[src/rtl/arith_pkg.sv]
// Shared encodings for the arithmetic micro-op sequencer: opcodes, FSM states,
// and the default multiply iteration count.
package arith_pkg;

    localparam int MUL_ITERS_DEFAULT = 30;

    localparam logic [2:0] OP_ADD  = 3'd0;
    localparam logic [2:0] OP_SUB  = 3'd1;
    localparam logic [2:0] OP_AND  = 3'd2;
    localparam logic [2:0] OP_MUL  = 3'd3;
    localparam logic [2:0] OP_SHL  = 3'd4;
    localparam logic [2:0] OP_CLRB = 3'd5;

    typedef enum logic [3:0] {
        S_IDLE,
        S_ADD,
        S_SUB_NEG,
        S_SUB_ADD,
        S_SUB_RST,
        S_AND,
        S_CLRB,
        S_MUL_TEST,
        S_MUL_ADD,
        S_MUL_SHIFT,
        S_SHL,
        S_DONE
    } arith_seq_state_t;

endpackage

[src/rtl/arith_seq.sv]
// Sequencer that turns one arithmetic command into timed do_* strobes for the
// A/B/C arithmetic unit and reports done/overflow/err from its status bits.
module arith_seq
    import arith_pkg::*;
#(
    parameter int MUL_ITERS = MUL_ITERS_DEFAULT,
    parameter int CNT_W     = 5
) (
    input  logic       clk,
    input  logic       resetn,
    input  logic       start,
    input  logic [2:0] op,
    input  logic [4:0] shamt,
    input  logic       abort,
    output logic       ready,
    output logic       done,
    output logic       overflow,
    output logic       err,
    input  logic       reg_d_0,
    input  logic       reg_b_0,
    input  logic       reg_c_30,
    output logic       do_sum,
    output logic       do_not_a,
    output logic       do_and,
    output logic       do_clear_b,
    output logic       do_right_shift_bc,
    output logic       do_left_shift_b
);

    arith_seq_state_t state;
    logic [2:0]       op_q;
    logic [4:0]       shamt_q;
    logic [CNT_W-1:0] cnt;

    always_ff @(posedge clk) begin
        if (!resetn) begin
            state    <= S_IDLE;
            op_q     <= OP_ADD;
            shamt_q  <= '0;
            cnt      <= '0;
            overflow <= 1'b0;
            err      <= 1'b0;
        end else if (abort && state != S_IDLE) begin
            state <= S_IDLE;
        end else begin
            case (state)
                S_IDLE: begin
                    if (start && !abort) begin
                        op_q     <= op;
                        shamt_q  <= shamt;
                        overflow <= 1'b0;
                        err      <= 1'b0;
                        case (op)
                            OP_ADD:  state <= S_ADD;
                            OP_SUB:  state <= S_SUB_NEG;
                            OP_AND:  state <= S_AND;
                            OP_CLRB: state <= S_CLRB;
                            OP_MUL: begin
                                cnt   <= CNT_W'(MUL_ITERS);
                                state <= S_MUL_TEST;
                            end
                            OP_SHL: begin
                                cnt   <= CNT_W'(shamt);
                                state <= (shamt == 5'd0) ? S_DONE : S_SHL;
                            end
                            default: begin
                                err   <= 1'b1;
                                state <= S_DONE;
                            end
                        endcase
                    end
                end
                S_ADD: begin
                    overflow <= reg_d_0;
                    state    <= S_DONE;
                end
                S_SUB_NEG: state <= S_SUB_ADD;
                S_SUB_ADD: begin
                    overflow <= reg_d_0;
                    state    <= S_SUB_RST;
                end
                S_SUB_RST: state <= S_DONE;
                S_AND: begin
                    overflow <= 1'b0;
                    state    <= S_DONE;
                end
                S_CLRB:     state <= S_DONE;
                S_MUL_TEST: state <= reg_c_30 ? S_MUL_ADD : S_MUL_SHIFT;
                S_MUL_ADD: begin
                    overflow <= overflow | reg_d_0;
                    state    <= S_MUL_SHIFT;
                end
                S_MUL_SHIFT: begin
                    cnt   <= cnt - CNT_W'(1);
                    state <= (cnt == CNT_W'(1)) ? S_DONE : S_MUL_TEST;
                end
                S_SHL: begin
                    // The bit shifted out by the first shift is not yet in B[0].
                    if (cnt != CNT_W'(shamt_q))
                        overflow <= overflow | reg_b_0;
                    cnt   <= cnt - CNT_W'(1);
                    state <= (cnt == CNT_W'(1)) ? S_DONE : S_SHL;
                end
                S_DONE: begin
                    if (op_q == OP_SHL && shamt_q != 5'd0)
                        overflow <= overflow | reg_b_0;
                    state <= S_IDLE;
                end
                default: state <= S_IDLE;
            endcase
        end
    end

    always_comb begin
        ready             = 1'b0;
        done              = 1'b0;
        do_sum            = 1'b0;
        do_not_a          = 1'b0;
        do_and            = 1'b0;
        do_clear_b        = 1'b0;
        do_right_shift_bc = 1'b0;
        do_left_shift_b   = 1'b0;
        case (state)
            S_IDLE:      ready             = 1'b1;
            S_ADD:       do_sum            = 1'b1;
            S_SUB_NEG:   do_not_a          = 1'b1;
            S_SUB_ADD:   do_sum            = 1'b1;
            S_SUB_RST:   do_not_a          = 1'b1;
            S_AND:       do_and            = 1'b1;
            S_CLRB:      do_clear_b        = 1'b1;
            S_MUL_ADD:   do_sum            = 1'b1;
            S_MUL_SHIFT: do_right_shift_bc = 1'b1;
            S_SHL:       do_left_shift_b   = 1'b1;
            S_DONE:      done              = 1'b1;
            default:     ;
        endcase
    end

endmodule
[config.mk]
export PLATFORM = sky130hd
export DESIGN_NAME = arith_seq
export DESIGN_NICKNAME = d
export VERILOG_FILES = /design/src/rtl/arith_pkg.sv /design/src/rtl/arith_seq.sv
export SDC_FILE = /design/constraint.sdc
export NUM_CORES = 1
export LEC_CHECK = 0
export BUFFER_PORTS_ARGS = -buffer_cell sky130_fd_sc_hd__buf_2
export CAP_MARGIN = 5
export CORE_MARGIN = 2
export CORE_UTILIZATION = 54
export DETAILED_ROUTE_END_ITERATION = 16
export PLACE_DENSITY_LB_ADDON = 0.25
export SLEW_MARGIN = 20
export SYNTH_ARGS = -nofsm -noshare
export SYNTH_HDL_FRONTEND = slang
export SYNTH_SLANG_ARGS = --single-unit
[constraint.sdc]
create_clock -name clk -period 1.8 [get_ports clk]
set_clock_uncertainty 0.05 [all_clocks]
set_input_delay 0.27 -clock clk [delete_from_list [all_inputs] [get_ports clk]]
set_output_delay 0.27 -clock clk [all_outputs]
set_load 0.01 [all_outputs]
==> results_dict.tcl <==
set metrics [dict create \
    pin_count 25 \
    detail_route.wirelength_um 3160 \
    cts.sinks 19 \
    power.combinational.fraction 0.286 \
    fp.dieH_um 53.2 \
    cts-root-to-sink-buffers 2 \
    post-cts-setup-buffer-count 0 \
    floorplan.core_area_sq_mm 0.00225 \
    synth_compound_gate_area_share 0.243 \
    synthAdderAreaFrac 0.0191 \
    routed_via_count 1275 \
    path_type_of_the_worst_setup_path "reg2reg" \
    worstMarginPinSlew_ns 0.420 \
    antenna_violating_nets_post_route 0 \
    synth_fp_nets 177 \
    grt_pass1_vias 1175 \
    max_slew_margin 0.719 \
    synthXorXnorAreaFrac 0.0402 \
    grtUsageMet1 0.332 \
    die_w_um 53.2 \
    yosysWarnings 0 \
    postCtsHoldBufs 0 \
    clock_buffers_created_by_tritoncts 3 \
    critPathSlowestCell "or4b_4" \
    power_density_mw_per_mm2 638 \
    worst_setup_slack_final_ns 0.0839 \
    synthDominantAreaCellType "dfxtp_1" \
    final_period_minus_worst_setup_slack_ns 1.72 \
    postSynthRegisterBits 19 \
    cts.reportedPaths.clkPinSlew_ns 0.11 \
    final_report_max_slew_violation_count 0 \
    sequential_cell_area_sq_um 383 \
    gp_congestion 0.912 \
    post-place-ws_ns 0.0615 \
    grt_start_max_net_pins 19 \
    cp_data_arrival_time_ns 1.88 \
    final.period_utilization 0.953 \
    worstPathRequired_ns 1.96 \
    netSwitchingFraction 0.323 \
    place_area_sq_mm 0.00147 \
    grt_pass1_wl_um 5260 \
    min-delay-path-class "in2reg" \
    synth-seq-area-share 0.291 \
    cp-end-kind "flip-flop" \
    globalRouteOverflowTotal 0 \
    rsz0062_at_grt "false" \
    grt_antenna_before_repair 0 \
    diodes 0 \
    number_of_max_cap_violations 0 \
    yosys.area_share.simple 0.279 \
    dieArea_sq_mm 0.00283 \
    post-route-cell-area_sq_mm 0.00151 \
    placementRows 17 \
    clock_latency_ns 0.30 \
    clock.fmax_mhz 583 \
    htree_levels 1 \
    run_status "finished, final reports clean" \
    leakagePower_nw 0.636 \
    report.final.setup_viol 0 \
    post_synth_instance_area_sq_mm 0.00131 \
    crit_path_start_kind "flip-flop" \
    drt_iter0_drc 27 \
    wl_per_cell_um 14.6 \
    pwr-share-clk 0.229 \
    n_fill_cell 205 \
    area.growth.synth_to_final_pct 15.4 \
    worstPathBufferInverterCount 1 \
    synth_largest_type_area_fraction 0.291 \
    cts_tree "done" \
    synth.area.top_cells "dfxtp_1 (29%), mux2i_1 (7.7%), nor2_1 (4.9%), nor2b_1 (4.3%), a21oi_1 (3.4%)" \
    synthesis.area_per_instance_sq_um 8.17 \
    synth.distinct_cells 46 \
    final_cell_mix "buf_2 (24), dfxtp_1 (17), nor2_1 (16)" \
    syn_inst 160 \
    nNetsFinal 206 \
    final_core_utilization 0.669 \
    fraction_of_layout_instances_using_a_drive_strength_above_1 0.250 \
    multi_input_area_sq_um 870 \
    highest_ir_drop_seen_on_vdd_uv 557 \
    finalHoldViolations 0 \
    fin_hold_ws_ns 0.200 \
    synth-async-reset-ratio 0 \
    port-buffer-count 24 \
    share_of_synthesized_area_spent_on_multiplexers 0.0766 \
    floorplan.initialDensity 0.580 \
    cp_slowest_stage_delay_ns 0.48 \
    worst-path-max-fanout 5 \
    globalRouteMet2Util 0.405 \
    root_buffer "clkbuf_4" \
    busiest_layer "met2" \
    gr-usage-all-layers 0.254 \
    sequentialPowerShare 0.485 \
    number_of_flops_mapped_to_enable_cells_by_yosys 0 \
    dp.final_hpwl_um 2390 \
    intPower_uw 652 \
    main_combinational_cell_family_by_area_after_synthesis "simple AND/OR/NAND/NOR gates" \
    globalRouteMet3Util 0.0339 \
    cell_by_cell_trace_of_the_critical_path "inv_1 > ha_1 > or4b_4 > nor3b_1 > a21oi_1 > a2bb2oi_1 > nor2_1" \
    switching_power_uw 311 \
    layout.cells.most_common "buf_2" \
    critical_path.top_delay_family "simple AND/OR/NAND/NOR gates" \
    drcViolationCount 0 \
    detail_route.vias_per_cell 5.90 \
    synth_ff_type "dfxtp_1" \
    postCtsResizedCells 0 \
    setup_total_negative_slack_ns 0 \
    detail_route.first_pass.iterations 5 \
]
final timing paths:
path,from,end,slack (ns),depth (start not counted)
worst max register to register,cnt[1],state[2],0.08,7
worst min register to register,overflow,overflow,0.44,2
worst max-delay path,cnt[1],state[2],0.08,7
worst min-delay path,reg_c_30,state[0],0.20,4
routing by layer:
metal / routed length (um) / vias up
li1: - / 634
met1: 1470 / 596
met2: 1480 / 39
met3: 137 / 6
met4: 68 / 0
met5: 0 / -
final cells by class:
class	count	area share
Multi-Input combinational cell	128	0.576
Tap cell	28	0.0232
Clock buffer	4	0.0174
Sequential cell	19	0.254
Inverter	6	0.0149
Timing Repair Buffer	31	0.114
worst reg2reg max path: stages (launching register included):
cell	delay [ns]
dfxtp_1	0.36
inv_1	0.09
ha_1	0.14
or4b_4	0.48
nor3b_1	0.16
a21oi_1	0.13
a2bb2oi_1	0.17
nor2_1	0.05
metrics by stage:
stage / total power [mW] / std cells
after floorplan: 0.664 / 160
after global placement: 0.737 / 212
after detailed placement: 0.746 / 212
after CTS: 0.962 / 216
after global routing: 1.02 / 216
final: 0.963 / 216
synth_stat cells, types with 2 or more instances:
library cell / instances
nand3_1: 3
o211ai_1: 2
nor2b_1: 9
a21o_1: 2
xnor2_1: 2
buf_2: 2
dfxtp_1: 19
a21oi_2: 3
mux2i_1: 10
nor2_1: 17
o21ai_1: 4
and2_1: 2
buf_6: 2
o311ai_1: 3
nand2_1: 11
a21boi_1: 3
o21ai_0: 5
clkbuf_1: 3
nand2b_1: 5
nand4_1: 2
nor3_1: 5
xor2_1: 4
nor3b_1: 4
o21ai_2: 2
ha_1: 2
inv_1: 6
a21oi_1: 9
state kept, by name, indices dropped and copies added (netlist names):
register  cells
err           1
overflow      1
state         4
shamt_q       5
op_q          3
cnt           5
cells by family (layout without fill, tap and decap cells):
family | Yosys count | after routing
compound gates | 45 | 45
simple gates | 65 | 65
buf+inv | 13 | 41
xor+xnor | 6 | 6
mux | 10 | 10
flops | 19 | 19
fa+ha+maj | 2 | 2
power by group through the flow:
| stage | sequential [mW] | clock [mW] | combinational [mW] |
|---|---|---|---|
| after floorplan | 0.472 | 0 | 0.192 |
| after global placement | 0.474 | 0 | 0.263 |
| after detailed placement | 0.476 | 0 | 0.270 |
| after CTS | 0.466 | 0.225 | 0.272 |
| after global routing | 0.470 | 0.245 | 0.303 |
| final | 0.467 | 0.221 | 0.275 |
Note: power is estimated with default switching activity, not from simulation.
